$ cat src/rtl/stopwatch_pkg.sv
// Shared stopwatch display constants: digit count, 7-segment patterns and decoder.
// HEX_DECODE_EN: when defined, codes 10..15 decode to A,b,C,d,E,F instead of blank.
package stopwatch_pkg;

    localparam int NUM_DIGITS = 4;

    // Patterns are active-high {g,f,e,d,c,b,a}; polarity is applied at the output stage.
    localparam logic [6:0] SEG_0     = 7'h3F;
    localparam logic [6:0] SEG_1     = 7'h06;
    localparam logic [6:0] SEG_2     = 7'h5B;
    localparam logic [6:0] SEG_3     = 7'h4F;
    localparam logic [6:0] SEG_4     = 7'h66;
    localparam logic [6:0] SEG_5     = 7'h6D;
    localparam logic [6:0] SEG_6     = 7'h7D;
    localparam logic [6:0] SEG_7     = 7'h07;
    localparam logic [6:0] SEG_8     = 7'h7F;
    localparam logic [6:0] SEG_9     = 7'h6F;
    localparam logic [6:0] SEG_A     = 7'h77;
    localparam logic [6:0] SEG_B     = 7'h7C;
    localparam logic [6:0] SEG_C     = 7'h39;
    localparam logic [6:0] SEG_D     = 7'h5E;
    localparam logic [6:0] SEG_E     = 7'h79;
    localparam logic [6:0] SEG_F     = 7'h71;
    localparam logic [6:0] SEG_BLANK = 7'h00;

    typedef logic [1:0] digit_idx_t;

    function automatic logic [6:0] seg_decode(input logic [3:0] code);
        logic [6:0] pat;
        case (code)
            4'd0:    pat = SEG_0;
            4'd1:    pat = SEG_1;
            4'd2:    pat = SEG_2;
            4'd3:    pat = SEG_3;
            4'd4:    pat = SEG_4;
            4'd5:    pat = SEG_5;
            4'd6:    pat = SEG_6;
            4'd7:    pat = SEG_7;
            4'd8:    pat = SEG_8;
            4'd9:    pat = SEG_9;
`ifdef HEX_DECODE_EN
            4'd10:   pat = SEG_A;
            4'd11:   pat = SEG_B;
            4'd12:   pat = SEG_C;
            4'd13:   pat = SEG_D;
            4'd14:   pat = SEG_E;
            4'd15:   pat = SEG_F;
`endif
            default: pat = SEG_BLANK;
        endcase
        return pat;
    endfunction

endpackage

$ cat src/rtl/level_sync_edge.sv
// Two-flop synchronizer for a slow divided level, plus a one-cycle rising-edge pulse.
module level_sync_edge (
    input  logic sclk,
    input  logic rst,
    input  logic async_in,
    output logic level,
    output logic rise
);

    logic r1, r2, r3;

    always_ff @(posedge sclk) begin
        if (rst) begin
            r1 <= 1'b0;
            r2 <= 1'b0;
            r3 <= 1'b0;
        end else begin
            r1 <= async_in;
            r2 <= r1;
            r3 <= r2;
        end
    end

    assign level = r2;
    assign rise  = r2 & ~r3;

endmodule

$ cat src/rtl/seg_display_scanner.sv
// Multiplexes four BCD digits onto a 4-anode 7-segment display, blanking masked digits at the blink rate.
// HEX_DECODE_EN (see stopwatch_pkg) enables A..F glyphs for codes 10..15.
module seg_display_scanner
    import stopwatch_pkg::*;
#(
    parameter bit ACTIVE_LOW = 1'b1,
    parameter int NUM_DIGITS = 4
) (
    input  logic                    sclk,
    input  logic                    rst,
    input  logic                    clk_400hz,
    input  logic                    clk_2hz,
    input  logic [4*NUM_DIGITS-1:0] digits,
    input  logic [NUM_DIGITS-1:0]   blink_mask,
    input  logic [NUM_DIGITS-1:0]   dp_mask,
    output logic [NUM_DIGITS-1:0]   an,
    output logic [6:0]              seg,
    output logic                    dp
);

    logic       scan_tick, unused_scan_level;
    logic       blink_on, unused_blink_rise;
    digit_idx_t idx;

    level_sync_edge u_scan_sync (
        .sclk     (sclk),
        .rst      (rst),
        .async_in (clk_400hz),
        .level    (unused_scan_level),
        .rise     (scan_tick)
    );

    level_sync_edge u_blink_sync (
        .sclk     (sclk),
        .rst      (rst),
        .async_in (clk_2hz),
        .level    (blink_on),
        .rise     (unused_blink_rise)
    );

    always_ff @(posedge sclk) begin
        if (rst)
            idx <= '0;
        else if (scan_tick)
            idx <= idx + 2'd1;
    end

    logic                  blanked;
    logic [NUM_DIGITS-1:0] an_hot;
    logic [6:0]            seg_hot;
    logic                  dp_hot;

    // Active-high view of the current digit; an all-zero view means "everything off".
    always_comb begin
        blanked     = blink_mask[idx] & blink_on;
        an_hot      = '0;
        an_hot[idx] = 1'b1;
        seg_hot     = seg_decode(digits[4*idx +: 4]);
        dp_hot      = dp_mask[idx];
        if (blanked) begin
            an_hot  = '0;
            seg_hot = SEG_BLANK;
            dp_hot  = 1'b0;
        end
    end

    // Reloaded every cycle so input changes show up one cycle later regardless of the scan tick.
    always_ff @(posedge sclk) begin
        if (rst) begin
            an  <= {NUM_DIGITS{ACTIVE_LOW}};
            seg <= {7{ACTIVE_LOW}};
            dp  <= ACTIVE_LOW;
        end else begin
            an  <= an_hot  ^ {NUM_DIGITS{ACTIVE_LOW}};
            seg <= seg_hot ^ {7{ACTIVE_LOW}};
            dp  <= dp_hot  ^ ACTIVE_LOW;
        end
    end

endmodule

$ cat config.mk
export PLATFORM = sky130hd
export DESIGN_NAME = seg_display_scanner
export DESIGN_NICKNAME = d
export VERILOG_FILES = /design/src/rtl/stopwatch_pkg.sv /design/src/rtl/level_sync_edge.sv /design/src/rtl/seg_display_scanner.sv
export SDC_FILE = /design/constraint.sdc
export NUM_CORES = 1
export LEC_CHECK = 0
export CELL_PAD_IN_SITES_DETAIL_PLACEMENT = 1
export CELL_PAD_IN_SITES_GLOBAL_PLACEMENT = 1
export CORE_ASPECT_RATIO = 0.7
export CORE_MARGIN = 2
export CORE_UTILIZATION = 31
export DETAILED_ROUTE_END_ITERATION = 10
export PLACE_DENSITY_LB_ADDON = 0.1
export SLEW_MARGIN = 15
export SYNTH_ARGS = -nofsm -noshare
export SYNTH_HDL_FRONTEND = slang
export SYNTH_SLANG_ARGS = --single-unit
$ cat constraint.sdc
create_clock -name sclk -period 2.42 [get_ports sclk]
set_input_delay 0.484 -clock sclk [delete_from_list [all_inputs] [get_ports sclk]]
set_output_delay 0.484 -clock sclk [all_outputs]
set_load 0.1 [all_outputs]
Yosys cells after proc, flatten, opt, wreduce, memory -nomap -nowiden --
Memories as Yosys holds them, arrays and structs flattened. Index checks and enable logic that the tools add are counted.
Word-level totals: flip-flop bits (word level) 19, ROM bits 112, input port bits 28, output and inout bits 12, memories 1
Operators by class: add/sub/neg operators 1, magnitude comparators 2, shift-type cells 1, muxes and demuxes 9, bitwise operators 6, reductions and logical operators 1
Memory list:
- (no name shown) | depth 16, bits a word 7, read ports 1, clocked after Yosys merged registers in 0, wr ports 0, line stopwatch_pkg.sv:30 | case (code)
Operators with widths (number):
- 16-bit by 5-bit variable part select with 4-bit output | 1
- 7-bit 2-to-1 mux | 1
- 7-bit inverter | 1
- 1-bit binary-select mux with 2-bit select | 2
- 1-bit 2-to-1 mux | 4
- 4-bit 2-to-1 mux | 1
- 4-bit inverter | 1
- 2-bit by 3-bit less-than comparator with 1-bit output, second input constant | 1
- 2-bit by 1-bit adder with 2-bit output, second input constant | 1
- 1-bit bitwise AND | 2
- 1-bit demux with 2-bit select | 1
- 2-bit by 1-bit >= comparator with 1-bit output, second input constant | 1
- 1-bit inverter | 2
- 1-bit logical AND | 1

Longest topological paths before layout --
Gate-level depths: netlist of the first run.
word-level depth 6, gate-level depth with buffers 7, depth with buffers taken out 6

By module --
From an unflattened synthesis of the first run, not the netlist that was laid out.
Unflattened totals: cells, all modules 77, area total of the unflattened synthesis 923.4 µm²
By module, submodules not included:
- seg_display_scanner | instances 1, cells each 63, area each 748.2 µm², sequential area each 280.3 µm²
- level_sync_edge | instances 2, cells each 7, area each 87.6 µm², sequential area each 60.1 µm²

Worst setup path after synthesis of the first run --
OpenSTA, ideal clock, no wires.
path kind register to register, start point register idx[0], end point register seg[3], arrival time 1.679 ns, data required time 2.341 ns, path slack 0.662 ns, cell stages (with the launch flop) 8, path through dfxtp_1 buf_6 mux4_1 inv_1 ha_1 inv_1 mux2i_1 o211ai_1
On the way: longest elaborated chain between the ends 5, elaborated cells between the ends (all ways) 7, classes of those cells 1 x shift; 3 x mux; 2 x bitwise; 1 x memory
RTL lines:
- from (decl) | line seg_display_scanner.sv:23 | digit_idx_t idx;
- from (signal assigned) | line seg_display_scanner.sv:45 | idx <= idx + 2'd1;
- parallel branches: the longest is 3 deep, another holds memory read 16 x 7 bit
- 7-bit 2-to-1 mux (*) | line seg_display_scanner.sv:60 | if (blanked) begin
- 7-bit inverter (no line) (*)
- to (signal assigned) | line seg_display_scanner.sv:71 | seg <= {7{ACTIVE_LOW}};
- to (signal assigned) | line seg_display_scanner.sv:75 | seg <= seg_hot ^ {7{ACTIVE_LOW}};
- to (decl) | line seg_display_scanner.sv:17 | output logic [6:0] seg,
Every way passes the cells marked *. The select of a mux whose other input is x is not followed. A chain may end at the register's enable or synchronous reset.

Worst setup path in the final report of the first run --
start point input digits[13], end point register seg[3]
On the way: longest elaborated chain between the ends 4
RTL lines:
- from (decl) | line seg_display_scanner.sv:13 | input logic [4*NUM_DIGITS-1:0] digits,
- 16-bit by 5-bit variable part select with 4-bit output | line seg_display_scanner.sv:58 | seg_hot = seg_decode(digits[4*idx +: 4]);
- memory read 16 x 7 bit
- 7-bit 2-to-1 mux | line seg_display_scanner.sv:60
- 7-bit inverter (no line)
No other way between the ends.

==> impl_metrics.yaml, run 1 <==
run_status:
  status: "finished clean"
setup_path:
  worstRegToRegCells: 6
  crit_type: "input pin to flop"
  regToRegSetupSlack_ps: 570
  slowest_delay_ps: 560
  worstPathArrival_ps: 2090
  cp.required_ps: 2600
  slowest_stage: "mux4_2"
  path_cells: "clkdlybuf4s50_1, mux4_2, inv_1, ha_1, inv_1, mux2i_1, o211ai_1"
  end_kind: "flop"
  critPathMaxFanout: 5
  cp_common_cell: "inv_1"
  worst_setup_path_start_kind: "input pin"
cells_and_area:
  final_util: 0.4839
  finalNetCount: 154
  syn_to_final_growth_pct: 48.70
  drive_above_1_share: 0.2414
  n_antenna_cell: 0
  final_common_cell: "clkdlybuf4s50_1"
  final_cell_mix: "27 x clkdlybuf4s50_1, 19 x dfxtp_1, 14 x buf_4"
grt:
  grt_pass1_vias: 702
  antenna_found_initial: 0
  busiest_layer: "met2"
  grt_pass1_wl_microns: 3153
  grt_max_degree: 13
  grt_use_met3: 0.07159
  grt_util_met2: 0.1907
  grt_overflow: 0
  grt_use_total: 0.1303
  globalRouteMet1Util: 0.1633
clock_tree:
  cts_hold_buffers: 0
  clk_path_buf_depth: 2
  cts_made_buffers: 3
  post_cts_resized: 0
  htreeDepth: 1
  insertion_delay_ps: 250
  cts_tree: "built"
  clkTransAtPathRegs_ps: 70
  cts_root_buffer: "clkbuf_8"
  post-cts-setup-buffers: 0
  cts.sinks: 19
power:
  power.density_nw_per_um2: 615.8
  p_leak_nw: 0.5498
  ir_worst_vdd_mv: 0.2729
  total_power_w: 0.0008352
synth:
  avgSynthCellArea_sq_um: 12.33
  syn_nets: 111
  yosysWarnings: 0
  synthDistinctLibCells: 22
  ys_seq_area_frac: 0.4170
  netlist_area_sq_um: 912.1
  synthCells: 74
  synth_seq_cells: 19
worst_hold_path:
  hp-class: "flop to flop"
  min_path_cells: 1
detailed_routing:
  drt_iter0_drc: 4
  via_per_inst: 4.487
  vias: 682
  wl_microns: 1924
  drc: 0
  ant_nets: 0
  drt_pass1_iterations: 3
  wl_per_cell_microns: 12.66
sta:
  finalHoldViolCount: 0
  fin_skew_ps: 0.8331
  drv_slew: 0
  fin_crit_sh: 0.7879
  relSlewSlack: 0.7180
  rsz0062_at_grt: "false"
  max_freq_mhz: 524.5
  worst_pin_slew_ps: 422.4
  setup_viol: 0
  setup_tns_ps: 0
  period_needed_ps: 1907
die:
  floorplan.initialDensity: 0.3254
  core_area_sq_um: 2803
  dieArea_sq_um: 3399
  rows: 16
  boundaryPins: 40
  dieHeight_microns: 49.39
  die_x_microns: 68.84
placed_design:
  portBuffers: 39
  hpwl_microns: 1641
  gp_congestion: 0.7661
run:
  max_cap_viol_count: 0
sequential cells by signal (all words and copies together) (netlist names):
name,count
u_scan_sync.r1,1
u_scan_sync.r3,1
dp,1
u_blink_sync.level,1
u_scan_sync.level,1
u_blink_sync.r1,1
idx,2
an,4
seg,7
cell usage after synthesis:
library cell   n  area [sq um]
a21oi_2        1         8.760
and2b_4        1         10.01
buf_4          1         7.510
buf_6          1         11.26
clkbuf_1       1         3.750
dfxtp_1       19         380.4
ha_1           9         112.6
inv_1          6         22.52
mux2i_1        3         30.03
mux4_1         2         52.55
mux4_2         4         90.09
nand2_1        6         22.52
nand3_1        1         5.000
nor2_1         3         11.26
nor2b_1        7         43.79
nor2b_4        1         13.76
o211ai_1       2         15.01
o21ai_0        1         5.000
o21ai_4        1         16.27
o311ai_1       1         8.760
o311ai_2       2         32.53
xnor2_1        1         8.760
logic make-up (layout without fill, tap and decap cells):
family	Yosys count	count (layout)	synth area share
AND/OR/NAND/NOR	19	19	0.1166
flip-flops	19	19	0.4170
XOR/XNOR	1	1	0.009604
multiplexers	9	9	0.1893
AO/OA/AOI/OAI	8	8	0.09465
adder cells (fa/ha/maj)	9	9	0.1235
buffers and inverters	9	51	0.04938
stage by stage:
| stage | cells | worst slack, ps | hold slack, ps | instance area (sq um) |
|---|---|---|---|---|
| 2_1_floorplan | 74 | 662.2 | 413.8 | 912.1 |
| 3_3_place_gp | 148 | 278.7 | 422.2 | 1310 |
| 3_5_place_dp | 148 | 232.1 | 428.7 | 1310 |
| 4_1_cts | 152 | 506.4 | 447.3 | 1356 |
| 5_1_grt | 152 | 409.4 | 463.8 | 1356 |
| 6_report | 152 | 513.4 | 440.1 | 1356 |
final timing paths:
kind                                     start           endpoint
worst min-delay path            u_scan_sync.r1  u_scan_sync.level
worst max register to register          idx[0]             seg[3]
worst max-delay path                digits[13]             seg[3]
worst min register to register  u_scan_sync.r1  u_scan_sync.level
critical path, delay by kind of cell:
kind,cells,cell delay (ps)
multiplexers,2,620
buffers and inverters,3,590
adder cells (fa/ha/maj),1,250
AO/OA/AOI/OAI,1,150
metal layers:
metal	vias up	wire length (microns)
met5	-	0
met4	0	23
li1	338	-
met3	4	239
met1	302	849
met2	38	811
final cells by class:
| cell class | count | area, sq um |
|---|---|---|
| Tap cell | 36 | 45.04 |
| Fill cell | 316 | 1446 |
| Timing Repair Buffer | 41 | 375.4 |
| Inverter | 6 | 22.52 |
| Clock inverter | 1 | 5.005 |
| Multi-Input combinational cell | 46 | 486.7 |
| Sequential cell | 19 | 380.4 |
| Clock buffer | 3 | 41.29 |
report_power, final:
part / switching (W) / internal (W)
Combinational: 0.000175 / 0.000102
Clock: 0.000103 / 0.000114
Sequential: 0.00000788 / 0.000333
Note: power is estimated with default switching activity, not from simulation.
==> run 2: changes to the inputs <==
Settings changed: CORE_UTILIZATION 31 to 28.
Clock period 2.42 ns to 1.7 ns, I/O delays scaled along.
==> run 2 against run 1 <==
Count of clock-buffer cells in the layout grew 1. Via count grew 1.9%. Die area up 10%. Worst setup slack got worse by 460 ps. Global-route usage shrank 2.0 points. Cell count grew 5.3%. Non-clock buffer count grew 6. Clock skew is 1.3 ps higher. Highest routed layer unchanged.
==> impl_metrics.yaml, run 2 (synthesis gave the netlist of run 1 again) <==
run_status:
  status: "finished clean"
grt:
  grt_pass1_wl_microns: 3070
  grt_util_met2: 0.1636
  globalRouteMet1Util: 0.1413
  grt_pass1_vias: 684
  grt_use_total: 0.1106
  antenna_found_initial: 0
  grt_use_met3: 0.04070
  grt_overflow: 0
  grt_max_degree: 13
  busiest_layer: "met2"
sta:
  worst_pin_slew_ps: 278.3
  fin_crit_sh: 0.9710
  relSlewSlack: 0.8141
  max_freq_mhz: 605.8
  finalHoldViolCount: 0
  setup_viol: 0
  rsz0062_at_grt: "true"
  period_needed_ps: 1651
  drv_slew: 0
  fin_skew_ps: 2.123
cells_and_area:
  syn_to_final_growth_pct: 78.19
  final_cell_mix: "22 x clkdlybuf4s50_1, 18 x dfxtp_1, 13 x buf_12"
  drive_above_1_share: 0.3443
  finalNetCount: 160
  n_antenna_cell: 0
  largest_reg_flops: 7
  regMostFlops: "seg"
  final_common_cell: "clkdlybuf4s50_1"
  largestRegisters: "seg x7, an x4, idx x2"
  final_util: 0.5198
setup_path:
  reg2reg_from: "idx[0]"
  worstPathArrival_ps: 1830
  end_kind: "flop"
  path_cells: "clkdlybuf4s50_1, mux4_2, inv_4, ha_4, inv_2, mux2i_1, o211ai_1"
  crit_type: "input pin to flop"
  critPathMaxFanout: 3
  worst_setup_path_start_kind: "input pin"
  slowest_stage: "mux4_2"
  worstRegToRegCells: 4
  reg2reg_to: "seg[5]"
  cp_top_family: "multiplexers"
  slowest_delay_ps: 530
  startpoint: "digits[12]"
  regToRegSetupSlack_ps: 70
  path_buf_inv: 3
  cp.depth: 7
  cp.required_ps: 1880
die:
  floorplan.initialDensity: 0.2917
  rows: 17
  dieArea_sq_um: 3738
  die_x_microns: 72.22
  core_area_sq_um: 3127
  boundaryPins: 40
  dieHeight_microns: 51.76
worst_hold_path:
  min_to: "u_scan_sync.level"
  min_path_cells: 1
  hp-class: "flop to flop"
  hp-start: "u_scan_sync.r1"
power:
  p_leak_nw: 0.6932
  ir_worst_vdd_mv: 0.3133
  total_power_w: 0.001296
  power.density_nw_per_um2: 797.6
clock_tree:
  cts_tree: "built"
  clk_path_buf_depth: 2
  cts_made_buffers: 3
  htreeDepth: 1
  insertion_delay_ps: 250
  cts.sinks: 19
  cts_root_buffer: "clkbuf_8"
  clkTransAtPathRegs_ps: 70
detailed_routing:
  drc: 0
  drt_iter0_drc: 23
  wl_microns: 1875
  via_per_inst: 4.344
  vias: 695
  drt_pass1_iterations: 2
  wl_per_cell_microns: 11.72
  ant_nets: 0
placed_design:
  portBuffers: 39
  gp_congestion: 0.6238
run:
  max_cap_viol_count: 0
## run 2: cell types whose count changed in the layout (fill, tap and decap cells not counted), moves of 2 or more
cell,before,now
ha_1,9,6
inv_1,6,3
buf_4,14,5
ha_4,0,2
buf_6,0,2
dlymetal6s2s_1,0,5
clkdlybuf4s50_1,27,22
buf_12,0,13
inv_4,0,2
## run 2: layout make-up
| type | instances | area (sq um) |
|---|---|---|
| Fill cell | 328 | 1501 |
| Timing Repair Buffer | 47 | 603.1 |
| Multi-Input combinational cell | 46 | 518.0 |
| Sequential cell | 19 | 384.1 |
| Tap cell | 38 | 47.55 |
| Clock buffer | 4 | 45.04 |
| Inverter | 6 | 27.53 |
## run 2: stage by stage
| stage | TNS (ps) | instance area, sq um | hold WS, ps | setup WS [ps] | cells |
|---|---|---|---|---|---|
| after CTS | -0.03797 | 1565 | 451.4 | -0.03797 | 160 |
| after global placement | -1714 | 1518 | 417.7 | -263.3 | 156 |
| after global routing | -60.51 | 1625 | 471.5 | -27.88 | 160 |
| after floorplan | 0 | 909.6 | 405.0 | 3.487 | 74 |
| final | 0 | 1625 | 444.3 | 49.37 | 160 |
| after detailed placement | -1838 | 1518 | 434.5 | -269.1 | 156 |
## run 2: timing repair
item | in CTS | in global routing
setup buffers | 0 | 0
gates cloned | 0 | 0
endpoints found under the setup margin | 5 | 5
pin swaps | 0 | 6
hold buffers | 0 | 0
resized for setup | 2 | 16
## run 2: routing by layer
| layer | up-vias | wire, microns |
|---|---|---|
| met5 | - | 0 |
| met4 | 0 | 41 |
| met3 | 5 | 177 |
| met2 | 34 | 791 |
| met1 | 303 | 864 |
| li1 | 353 | - |
## run 2: power breakdown
part	switching (W)	total, W	internal [W]
combinational	0.000259	0.000483	0.000224
clock	0.000148	0.000314	0.000167
sequential	0.0000246	0.000499	0.000475
## run 2: how the worst max path moves through the flow
stage                     endpoint  slack [ps]
after floorplan             seg[3]           3
final                       seg[3]          50
after global placement      seg[3]        -260
after CTS                   seg[3]       -0.04
after detailed placement    seg[3]        -270
after global routing        seg[3]         -30
## run 2: worst reg2reg max path: cells and delay by family, from the launching register on
family / cells / cell delay (ps)
flops: 1 / 400
mux: 1 / 580
compound gates: 2 / 340
buf+inv: 1 / 180
